**config.mk**
```make
export PLATFORM = sky130hd
export DESIGN_NAME = seq_fir_mac_flat
export DESIGN_NICKNAME = d
export VERILOG_FILES = /design/src/rtl/seq_fir_mac_if.sv /design/src/rtl/seq_fir_mac.sv /design/src/flat_wrapper.sv
export SDC_FILE = /design/constraint.sdc
export NUM_CORES = 1
export LEC_CHECK = 0
export CORE_ASPECT_RATIO = 1.75
export CORE_MARGIN = 2
export CORE_UTILIZATION = 50
export CTS_BUF_LIST = sky130_fd_sc_hd__clkbuf_4 sky130_fd_sc_hd__clkbuf_8
export DETAILED_ROUTE_END_ITERATION = 8
export DONT_BUFFER_PORTS = 1
export PLACE_DENSITY = 0.77
export SETUP_SLACK_MARGIN = 0.4
export SLEW_MARGIN = 10
export SYNTH_ARGS = -nofsm -noshare
export SYNTH_HDL_FRONTEND = slang
export SYNTH_SLANG_ARGS = --single-unit
```
**constraint.sdc**
```tcl
create_clock -name sclk -period 15.1 [get_ports sclk]
set_input_delay 3.02 -clock sclk [delete_from_list [all_inputs] [get_ports sclk]]
set_output_delay 3.02 -clock sclk [all_outputs]
set_load 0.005 [all_outputs]
```
**src/rtl/seq_fir_mac_if.sv**
```systemverilog
// seq_fir_mac_if
//  Bundles the sample-input handshake, the coefficient write port and the
//  result-output handshake of seq_fir_mac into one interface.
//  Ports (members):
//   in_valid/in_ready/in_data       sample source -> filter (valid/ready)
//   coef_we/coef_addr/coef_data     runtime coefficient write port
//   out_valid/out_ready/out_data    filter -> downstream (valid/ready)
//   busy                            filter is in its MAC or OUT phase
//  Modports: master = the environment (source/sink), slave = the filter.
interface seq_fir_mac_if #(
    parameter int DATA_W = 16,
    parameter int COEF_W = 16,
    parameter int TAPS   = 8
);
    localparam int ACC_W = DATA_W + COEF_W + $clog2(TAPS);
    localparam int AW    = $clog2(TAPS);

    logic                     in_valid;
    logic                     in_ready;
    logic signed [DATA_W-1:0] in_data;
    logic                     coef_we;
    logic        [AW-1:0]     coef_addr;
    logic signed [COEF_W-1:0] coef_data;
    logic                     out_valid;
    logic                     out_ready;
    logic signed [ACC_W-1:0]  out_data;
    logic                     busy;

    modport master (
        output in_valid, in_data, coef_we, coef_addr, coef_data, out_ready,
        input  in_ready, out_valid, out_data, busy
    );

    modport slave (
        input  in_valid, in_data, coef_we, coef_addr, coef_data, out_ready,
        output in_ready, out_valid, out_data, busy
    );
endinterface

```
**src/rtl/seq_fir_mac.sv**
```systemverilog
// seq_fir_mac
//  Time-multiplexed FIR filter built around a single multiply-accumulate.
//  Each accepted sample is pushed into an x delay line and then TAPS edges
//  are spent computing y = sum h[k]*x[k] at full precision. The result is
//  presented with a valid/ready handshake; coefficients are writable while
//  the filter is idle.
//  Ports:
//   sclk   clock, rising edge
//   s_rst  synchronous active-high reset
//   bus    seq_fir_mac_if.slave (sample in, coefficient write, result out, busy)
module seq_fir_mac #(
    parameter int DATA_W = 16,
    parameter int COEF_W = 16,
    parameter int TAPS   = 8
) (
    input logic          sclk,
    input logic          s_rst,
    seq_fir_mac_if.slave bus
);
    localparam int ACC_W  = DATA_W + COEF_W + $clog2(TAPS);
    localparam int AW     = $clog2(TAPS);
    localparam int PROD_W = DATA_W + COEF_W;
    localparam logic [AW-1:0] K_LAST = AW'(TAPS - 1);

    typedef enum logic [1:0] {
        IDLE,
        MAC,
        OUT
    } state_t;

    state_t                   state;
    logic signed [DATA_W-1:0] x_line [TAPS];
    logic signed [COEF_W-1:0] h_coef [TAPS];
    logic signed [ACC_W-1:0]  acc;
    logic        [AW-1:0]     k;
    logic signed [PROD_W-1:0] prod;
    logic signed [ACC_W-1:0]  sum;

    // The one multiplier: both operands are sign-extended to the full product
    // width first, and the product is sign-extended again before it joins the
    // accumulator, so no intermediate step can wrap.
    always_comb begin
        prod = PROD_W'(x_line[k]) * PROD_W'(h_coef[k]);
        sum  = acc + ACC_W'(prod);
    end

    // Control FSM plus datapath registers. in_ready, busy and out_valid are
    // registered alongside the state so they change exactly when the state does.
    always_ff @(posedge sclk) begin
        if (s_rst) begin
            state         <= IDLE;
            acc           <= '0;
            k             <= '0;
            bus.out_valid <= 1'b0;
            bus.out_data  <= '0;
            bus.busy      <= 1'b0;
            bus.in_ready  <= 1'b1;
            for (int i = 0; i < TAPS; i++) begin
                x_line[i] <= '0;
                h_coef[i] <= '0;
            end
        end else begin
            case (state)
                IDLE: begin
                    // A coefficient written on the accept edge lands before
                    // the MAC pass reads it, so that sample already uses it.
                    if (bus.coef_we && (int'(bus.coef_addr) < TAPS)) begin
                        h_coef[bus.coef_addr] <= bus.coef_data;
                    end
                    if (bus.in_valid && bus.in_ready) begin
                        x_line[0] <= bus.in_data;
                        for (int i = 1; i < TAPS; i++) begin
                            x_line[i] <= x_line[i-1];
                        end
                        acc          <= '0;
                        k            <= '0;
                        bus.in_ready <= 1'b0;
                        bus.busy     <= 1'b1;
                        state        <= MAC;
                    end
                end
                MAC: begin
                    acc <= sum;
                    k   <= k + 1'b1;
                    if (k == K_LAST) begin
                        bus.out_data  <= sum;
                        bus.out_valid <= 1'b1;
                        state         <= OUT;
                    end
                end
                OUT: begin
                    if (bus.out_valid && bus.out_ready) begin
                        bus.out_valid <= 1'b0;
                        bus.in_ready  <= 1'b1;
                        bus.busy      <= 1'b0;
                        state         <= IDLE;
                    end
                end
                default: begin
                    state <= IDLE;
                end
            endcase
        end
    end
endmodule
```
**src/flat_wrapper.sv**
```systemverilog
// flat-port wrapper written by rule: the top's interface ports become plain ports
module seq_fir_mac_flat 
#(
    parameter int DATA_W = 16,
    parameter int COEF_W = 16,
    parameter int TAPS   = 8
)
  (sclk, s_rst, bus_in_valid, bus_in_data, bus_coef_we, bus_coef_addr, bus_coef_data, bus_out_ready, bus_in_ready, bus_out_valid, bus_out_data, bus_busy);
  seq_fir_mac_if #(.DATA_W(DATA_W), .COEF_W(COEF_W), .TAPS(TAPS)) bus_i ();
  input logic sclk;
  input logic s_rst;
  input wire logic [$bits(bus_i.in_valid)-1:0] bus_in_valid;
  input wire logic [$bits(bus_i.in_data)-1:0] bus_in_data;
  input wire logic [$bits(bus_i.coef_we)-1:0] bus_coef_we;
  input wire logic [$bits(bus_i.coef_addr)-1:0] bus_coef_addr;
  input wire logic [$bits(bus_i.coef_data)-1:0] bus_coef_data;
  input wire logic [$bits(bus_i.out_ready)-1:0] bus_out_ready;
  output wire logic [$bits(bus_i.in_ready)-1:0] bus_in_ready;
  output wire logic [$bits(bus_i.out_valid)-1:0] bus_out_valid;
  output wire logic [$bits(bus_i.out_data)-1:0] bus_out_data;
  output wire logic [$bits(bus_i.busy)-1:0] bus_busy;
  assign bus_i.in_valid = bus_in_valid;
  assign bus_i.in_data = bus_in_data;
  assign bus_i.coef_we = bus_coef_we;
  assign bus_i.coef_addr = bus_coef_addr;
  assign bus_i.coef_data = bus_coef_data;
  assign bus_i.out_ready = bus_out_ready;
  assign bus_in_ready = bus_i.in_ready;
  assign bus_out_valid = bus_i.out_valid;
  assign bus_out_data = bus_i.out_data;
  assign bus_busy = bus_i.busy;
  seq_fir_mac #(.DATA_W(DATA_W), .COEF_W(COEF_W), .TAPS(TAPS)) u_core (.sclk(sclk), .s_rst(s_rst), .bus(bus_i));
endmodule
```
**After elaboration in Yosys (flattened, before gate mapping)**

Memories as Yosys holds them, arrays and structs flattened. A register that Yosys moved wholly into a read port is not among the register bits.
Index checks and enable logic that the tools add are counted.

- Logic and storage cells: 79
- Output and inout bits: 38
- Bits in writable memories: 256
- Bits in registers: 78
- Memories: 2
- Bits of input ports: 40

Memory list:

| memory | depth | bits a word | rd ports | clocked after Yosys merged registers in | write ports | line | text |
|---|---|---|---|---|---|---|---|
| u_core.h_coef | 8 | 16 | 1 | 1 | 8 | seq_fir_mac.sv:33 | `logic signed [COEF_W-1:0] h_coef [TAPS];` |
| u_core.x_line | 8 | 16 | 8 | 1 | 8 | seq_fir_mac.sv:32 | `logic signed [DATA_W-1:0] x_line [TAPS];` |

- Equal/unequal tests: 6
- Reduce and logical (&&, ||, !) cells: 12
- Add/subtract/negate cells: 2
- Bitwise logic cells: 8
- $mul: 1
- Multiplexer cells: 41

Operators with widths:

| cell | number |
|---|---|
| $mux 16 | 9 |
| $pmux 35 s2 | 1 |
| $add 35x32->35 | 1 |
| $mux 35 | 1 |
| $mul 16x16->32 | 1 |
| $mux 3 | 6 |
| $mux 1 | 16 |
| $reduce_or 16->1 | 1 |
| $reduce_and 3->1 | 3 |
| $or 1x1->1 | 8 |
| $mux 2 | 3 |
| $ne 2x1->1 const B | 3 |
| $pmux 1 s2 | 3 |
| $pmux 2 s3 | 1 |
| $pmux 3 s2 | 1 |
| $reduce_bool 2->1 | 3 |
| $reduce_and 2->1 | 2 |
| $add 3x1->3 const B | 1 |
| $eq 3x3->1 const B | 1 |
| $eq 2x1->1 const B | 1 |
| $eq 2x2->1 const B | 1 |
| $logic_and 1x1->1 | 2 |
| $logic_not 2->1 | 1 |

**Longest topological paths before layout**

Gate-level depths: netlist (run 1).

- Depth in word-level cells: 6
- Depth in mapped cells: 27
- Gate-level depth less buffers: 24

**Worst setup path after synthesis (run 1)**

No wires, ideal clock.

- Path kind: input to register
- Start: input bus_in_valid
- End: memory u_core.x_line[0][0], enable pin
- Buffers on the path: 0
- Stages: 2
- Slack: 1.860 ns
- Data required time: 14.298 ns
- Arrival time: 12.437 ns
- Library setup time: 0.802 ns
- Cell sequence: nand2_1 o31ai_1

RTL lines:

| item | line | text |
|---|---|---|
| start: declaration | flat_wrapper.sv:12 | `input wire logic [$bits(bus_i.in_valid)-1:0] bus_in_valid;` |
| end: declaration | seq_fir_mac.sv:32 |  |

==> impl_metrics.csv, run 1 <==
group,metric,value,unit
sta,max_slew_margin,10.5,%
yosys,synthArstFlopShare,0,%
clocking,path_clk_slew,0.07,ns
global_routing,grt_pass1_vias,17900,
cells_and_area,drive_gt1_share,9.90,%
yosys,ys_ff_latch,337,
sta,drv_slew,0,
yosys,synth-edff-count,256,
sta,fmax,116,MHz
sta,finalSetupViolCount,0,
global_routing,antenna_found_initial,1,
yosys,yosysWarningCount,0,
placement,io_buffer_count,0,
die,die_y,303,um
clocking,htree_levels,2,
sta,period_share,56.9,%
setup_path,ff2ff_setup_slack,6.50,ns
drt,totalWireLength,61000,um
die,dieArea,53100,um^2
setup_path,path_max_fanout,41,
die,initial_core_util,50.6,%
setup_path,crit_type,"reg -> reg",
hold_path,hold_path_class,"reg -> reg",
clocking,cts_resized,0,
clocking,cts_setup_buffers,0,
placement,numPlacedInstances,2853,
sta,finalCriticalPeriod,8.60,ns
yosys,netlist_area,25600,um^2
die,core,50600,um^2
yosys,syn_nets,2697,
setup_path,crit_path_end,"u_core.bus.out_data[34]$_SDFFE_PP0P_",
setup_path,cp-end-kind,"flip-flop",
sta,fin_skew,0.0434,ns
setup_path,r2r-end,"u_core.bus.out_data[34]$_SDFFE_PP0P_",
yosys,syn_avg_cell_area,11.4,um^2
die,ioPinCount,78,
sta,layout_setup_ws,6.50,ns
yosys,synth_ff_type,"edfxtp_1",
clocking,numCtsBuffers,51,
cells_and_area,syn_to_final_growth,7.07,%
clocking,clk_latency,0.66,ns
die,row_count,109,
cells_and_area,post-route-util,54.2,%
run,maxCapViolCount,0,
clocking,clock_path_buffers,3,
global_routing,grt_pass1_wl,97600,um
clocking,clock_sink_count,337,
yosys,synth_cell_types,73,
drt,vias,16200,
sta,hold_viol,0,
sta,rsz0062_at_grt,"false",
run_status,outcome,"finished clean",
drt,wl_per_cell,20.7,um
global_routing,grt_max_degree,99,
sta,tightestPinTransition,1.31,ns
cells_and_area,final_nets,2696,
setup_path,cp.arrival,9.15,ns
placement,place_congestion,0.955,
sta,finalSetupTns,0,ns
clocking,cts_hold_buf,0,
cells_and_area,final_cells,2949,
cells_and_area,final_common_cell,"inv_1",
drt,drt_iter0_markers,1282,
clocking,root_buffer,"clkbuf_8",
global_routing,grt_overflow,0,
clocking,cts_tree,"built",
yosys,synth_cells,2241,
cells_and_area,mostFrequentLayoutCells,"inv_1 (366), fa_1 (310), edfxtp_1 (256)",
setup_path,cp.required,15.65,ns
die,die_w,175,um
placement,place_ws,6.50,ns
setup_path,ff2ff_path_depth,22,
yosys,yosysSeqAreaShare,36.4,%
placement,dp_hpwl,46500,um
drt,drc,0,
drt,routed_via_density,5.50,
drt,drtPass1Iterations,5,
drt,postRouteAntennaNets,0,
setup_path,cp-start-kind,"flip-flop",
global_routing,grt.total_usage,23.9,%
[final cells by class]
| class | count | area (um^2) |
|---|---|---|
| clock inverter | 36 | 300 |
| fill | 4230 | 23200 |
| tap | 666 | 833 |
| antenna | 1 | 2.50 |
| inverter | 367 | 1380 |
| multi-input combinational | 1452 | 14600 |
| timing repair buffer | 31 | 233 |
| clock buffer | 59 | 762 |
| sequential | 337 | 9320 |
[stage by stage]
| step | cell area [um^2] | hold slack (ns) |
|---|---|---|
| CTS | 27400 | 0.466 |
| global route | 27400 | 0.467 |
| global placement | 26300 | 0.449 |
| finish | 27400 | 0.464 |
| detailed placement | 26300 | 0.446 |
| floorplan | 25600 | 0.425 |
[flip-flops by register name, indices dropped and copies added (netlist names), named ones only]
signal / cells
u_core.bus.out_data: 35
u_core.k: 3
u_core.bus.out_valid: 1
u_core.bus.busy: 1
u_core.x_line: 128
u_core.acc: 35
u_core.h_coef: 128
u_core.bus.in_ready: 1
u_core.state: 2
[metal layers]
layer	part of all wire, %	vias to the layer above	global-route usage, %
met5	0	-	0
met4	5.6	0	12.7
met3	5.1	160	3.59
met2	52	486	43.0
met1	37	8286	27.5
li1	-	7292	-
[worst min path at each step]
stage | startpoint | end | depth (start not counted)
5_1_grt | u_core.acc[32]$_SDFFE_PP0P_ | u_core.acc[32]$_SDFFE_PP0P_ | 2
6_report | u_core.acc[32]$_SDFFE_PP0P_ | u_core.acc[32]$_SDFFE_PP0P_ | 2
4_1_cts | u_core.acc[32]$_SDFFE_PP0P_ | u_core.acc[32]$_SDFFE_PP0P_ | 2
3_5_place_dp | u_core.acc[15]$_SDFFE_PP0P_ | u_core.acc[15]$_SDFFE_PP0P_ | 2
2_1_floorplan | u_core.acc[15]$_SDFFE_PP0P_ | u_core.acc[15]$_SDFFE_PP0P_ | 2
3_3_place_gp | u_core.acc[32]$_SDFFE_PP0P_ | u_core.acc[32]$_SDFFE_PP0P_ | 2
[cell usage after synthesis (26+ instances only)]
master / n / area [um^2]
mux4_2: 64 / 1440
nand2_1: 191 / 717
nor2_1: 172 / 646
dfxtp_1: 81 / 1620
nor2b_1: 42 / 263
a21oi_1: 48 / 240
o21ai_0: 26 / 130
and2_1: 234 / 1460
mux2i_1: 26 / 260
clkbuf_1: 62 / 233
inv_1: 366 / 1370
fa_1: 310 / 6210
ha_1: 106 / 1330
edfxtp_1: 256 / 7690
[kinds of logic (layout without fill, tap and decap cells)]
family / Yosys count / in the layout / share of synthesized area [%]
flip-flops: 337 / 337 / 36.4
buffers and inverters: 452 / 493 / 6.73
AO/OA/AOI/OAI: 177 / 177 / 4.78
AND/OR/NAND/NOR: 712 / 712 / 13.8
multiplexers: 115 / 115 / 7.76
other: 0 / 1 / 0
adder cells (fa/ha/maj): 416 / 416 / 29.4
XOR/XNOR: 32 / 32 / 1.12
[critical path: stages (launching register included)]
cell and delay, ns:
dfxtp_4 0.66, buf_4 0.73, mux4_2 0.60, mux2i_1 0.83
nor2_1 0.17, fa_1 0.57, inv_1 0.05, fa_1 0.46
fa_1 0.52, inv_1 0.06, fa_1 0.49, fa_1 0.49
inv_1 0.05, fa_1 0.47, inv_1 0.04, ha_1 0.37
a2111oi_0 0.41, and2_1 0.31, a211oi_4 0.12, o211ai_1 0.38
nand3b_1 0.22, a21o_1 0.21, a311oi_2 0.24
Power of run 1 is left out: the tool's default activity adds up to more than one toggle a clock period on the data nets, which glitch-free logic cannot reach.
==> inputs of run 2 (changes only) <==
Settings changed: PLACE_DENSITY 0.77 to 0.8.
Clock period 15.1 ns to 7.2 ns, I/O delays scaled along.
==> run 2 against run 1 <==
Compared with the run above: die area is the same; fmax grew 23%; clock skew shrank 0.018 ns; flip-flop and latch count is the same; setup slack lost 6.3 ns; first-iteration DRC count shrank 3.9%; non-clock buffer count grew 141; hold slack lost 0.0056 ns; via count grew 4.3%.
==> impl_metrics.csv, run 2 (same netlist as run 1, synthesis figures left out) <==
group,metric,value,unit
run_status,outcome,"finished clean",
setup_path,critPathTopFamily,"adder cells",
clocking,clk_latency,0.65,ns
cells_and_area,top_regs,"u_core.h_coef x128, u_core.x_line x128",
cells_and_area,final_nets,2836,
die,core,50600,um^2
global_routing,antenna_found_initial,2,
clocking,path_clk_slew,0.08,ns
setup_path,crit_type,"reg -> reg",
drt,drtPass1Iterations,5,
placement,place_ws,-0.242,ns
die,die_y,303,um
setup_path,crit_cells,25,
drt,postRouteAntennaNets,0,
cells_and_area,mostFrequentLayoutCells,"inv_1 (344), fa_1 (296), edfxtp_1 (256)",
global_routing,grt_pass1_vias,19000,
sta,finalCriticalPeriod,6.99,ns
setup_path,cp-end-kind,"flip-flop",
sta,tightestPinTransition,1.25,ns
hold_path,min_from,"u_core.acc[26]$_SDFFE_PP0P_",
placement,place_congestion,0.949,
sta,drv_slew,0,
drt,wl_per_cell,21.1,um
sta,hold_viol,0,
placement,io_buffer_count,0,
hold_path,hold_path_class,"reg -> reg",
sta,max_slew_margin,16.2,%
die,ioPinCount,78,
setup_path,path_max_fanout,7,
clocking,numCtsBuffers,50,
die,die_w,175,um
clocking,root_buffer,"clkbuf_8",
cells_and_area,syn_to_final_growth,16.6,%
clocking,htree_levels,2,
setup_path,cpMaxStageDelayCell,"mux4_2",
cells_and_area,drive_gt1_share,21.1,%
placement,dp_hpwl,47800,um
drt,routed_via_density,5.48,
setup_path,cp.required,7.74,ns
die,row_count,109,
clocking,clock_sink_count,337,
setup_path,r2r-end,"u_core.acc[28]$_SDFFE_PP0P_",
global_routing,grt_pass1_wl,104000,um
global_routing,grt_max_degree,99,
cells_and_area,post-route-util,59.0,%
hold_path,hold_path_end,"u_core.acc[26]$_SDFFE_PP0P_",
cells_and_area,final_common_cell,"inv_1",
cells_and_area,fillers,3933,
sta,finalSetupViolCount,0,
drt,vias,16900,
die,initial_core_util,50.6,%
clocking,cts_tree,"built",
sta,rsz0062_at_grt,"true",
setup_path,cp.arrival,7.53,ns
setup_path,cp_num_buf_inv,9,
sta,fin_skew,0.0258,ns
clocking,clock_path_buffers,3,
global_routing,grt_overflow,0,
setup_path,ff2ff_path_depth,25,
drt,totalWireLength,65000,um
setup_path,cpMostUsedCell,"fa_1",
setup_path,slowest_delay,0.52,ns
sta,layout_setup_ws,0.206,ns
cells_and_area,multi_input_area,15500,um^2
drt,drt_iter0_markers,1232,
hold_path,hold_depth,2,
sta,fmax,143,MHz
drt,drc,0,
sta,period_share,97.1,%
setup_path,ff2ff_setup_slack,0.21,ns
cells_and_area,register_area,9320,um^2
global_routing,grt.total_usage,25.5,%
die,dieArea,53100,um^2
run,maxCapViolCount,0,
setup_path,cp-start-kind,"flip-flop",
## run 2: worst max-delay path by stage
stage | from | end
floorplan | flip-flop | u_core.acc[28]$_SDFFE_PP0P_
global placement | flip-flop | u_core.acc[32]$_SDFFE_PP0P_
detailed placement | flip-flop | u_core.acc[32]$_SDFFE_PP0P_
CTS | flip-flop | u_core.acc[28]$_SDFFE_PP0P_
global route | flip-flop | u_core.bus.out_data[30]$_SDFFE_PP0P_
finish | flip-flop | u_core.acc[28]$_SDFFE_PP0P_
## run 2: area by class of cell
cell class | instances | share of cell area, %
Antenna cell | 1 | 0.00839
Clock buffer | 69 | 2.85
Clock inverter | 23 | 0.688
Inverter | 367 | 4.63
Multi-Input combinational cell | 1452 | 52.0
Sequential cell | 337 | 31.2
Tap cell | 666 | 2.79
Timing Repair Buffer | 172 | 5.81
## run 2: routing by layer
layer  routed length (um)  vias to the layer above  track usage, %  share of wire (%)
li1                     -                     7568               -                  -
met1                23400                     8588            27.9                 36
met3                 3220                      214            4.19                5.0
met2                34500                      558            47.2                 53
met5                    0                        -               0                  0
met4                 3900                        0            13.5                6.0
## run 2: timing repair
item / 4_1_cts / 5_1_grt
gates resized for setup: 118 / 94
endpoints found under the hold margin: 0 / 0
hold buffers: 0 / 0
pin swaps: 56 / 47
setup endpoints to repair: 35 / 39
buffers inserted: 52 / 11
cloned: 6 / 0
## run 2: worst register-to-register path, cell delays in order (launching register included)
cell,delay [ns]
dfxtp_4,0.41
buf_12,0.14
buf_12,0.13
mux4_2,0.53
mux2i_4,0.24
buf_12,0.15
buf_16,0.12
nor2_4,0.04
fa_1,0.49
inv_2,0.04
fa_1,0.49
fa_1,0.52
inv_2,0.04
fa_1,0.47
fa_1,0.52
inv_1,0.05
fa_1,0.49
inv_2,0.05
ha_4,0.27
a2111oi_4,0.38
and2_4,0.23
a211oi_4,0.09
buf_4,0.16
o311a_1,0.30
or3_1,0.33
a32o_1,0.23
## run 2: stage by stage
step,std cells,hold WS [ns],setup TNS (ns),cell area [um^2]
global placement,2925,0.447,-1.25,27100
finish,3087,0.458,0,29800
detailed placement,2925,0.452,-1.84,27100
floorplan,2241,0.425,0,25800
global route,3087,0.490,-0.0228,29800
CTS,3075,0.465,0,29400
Power of run 2 is left out for the same reason.
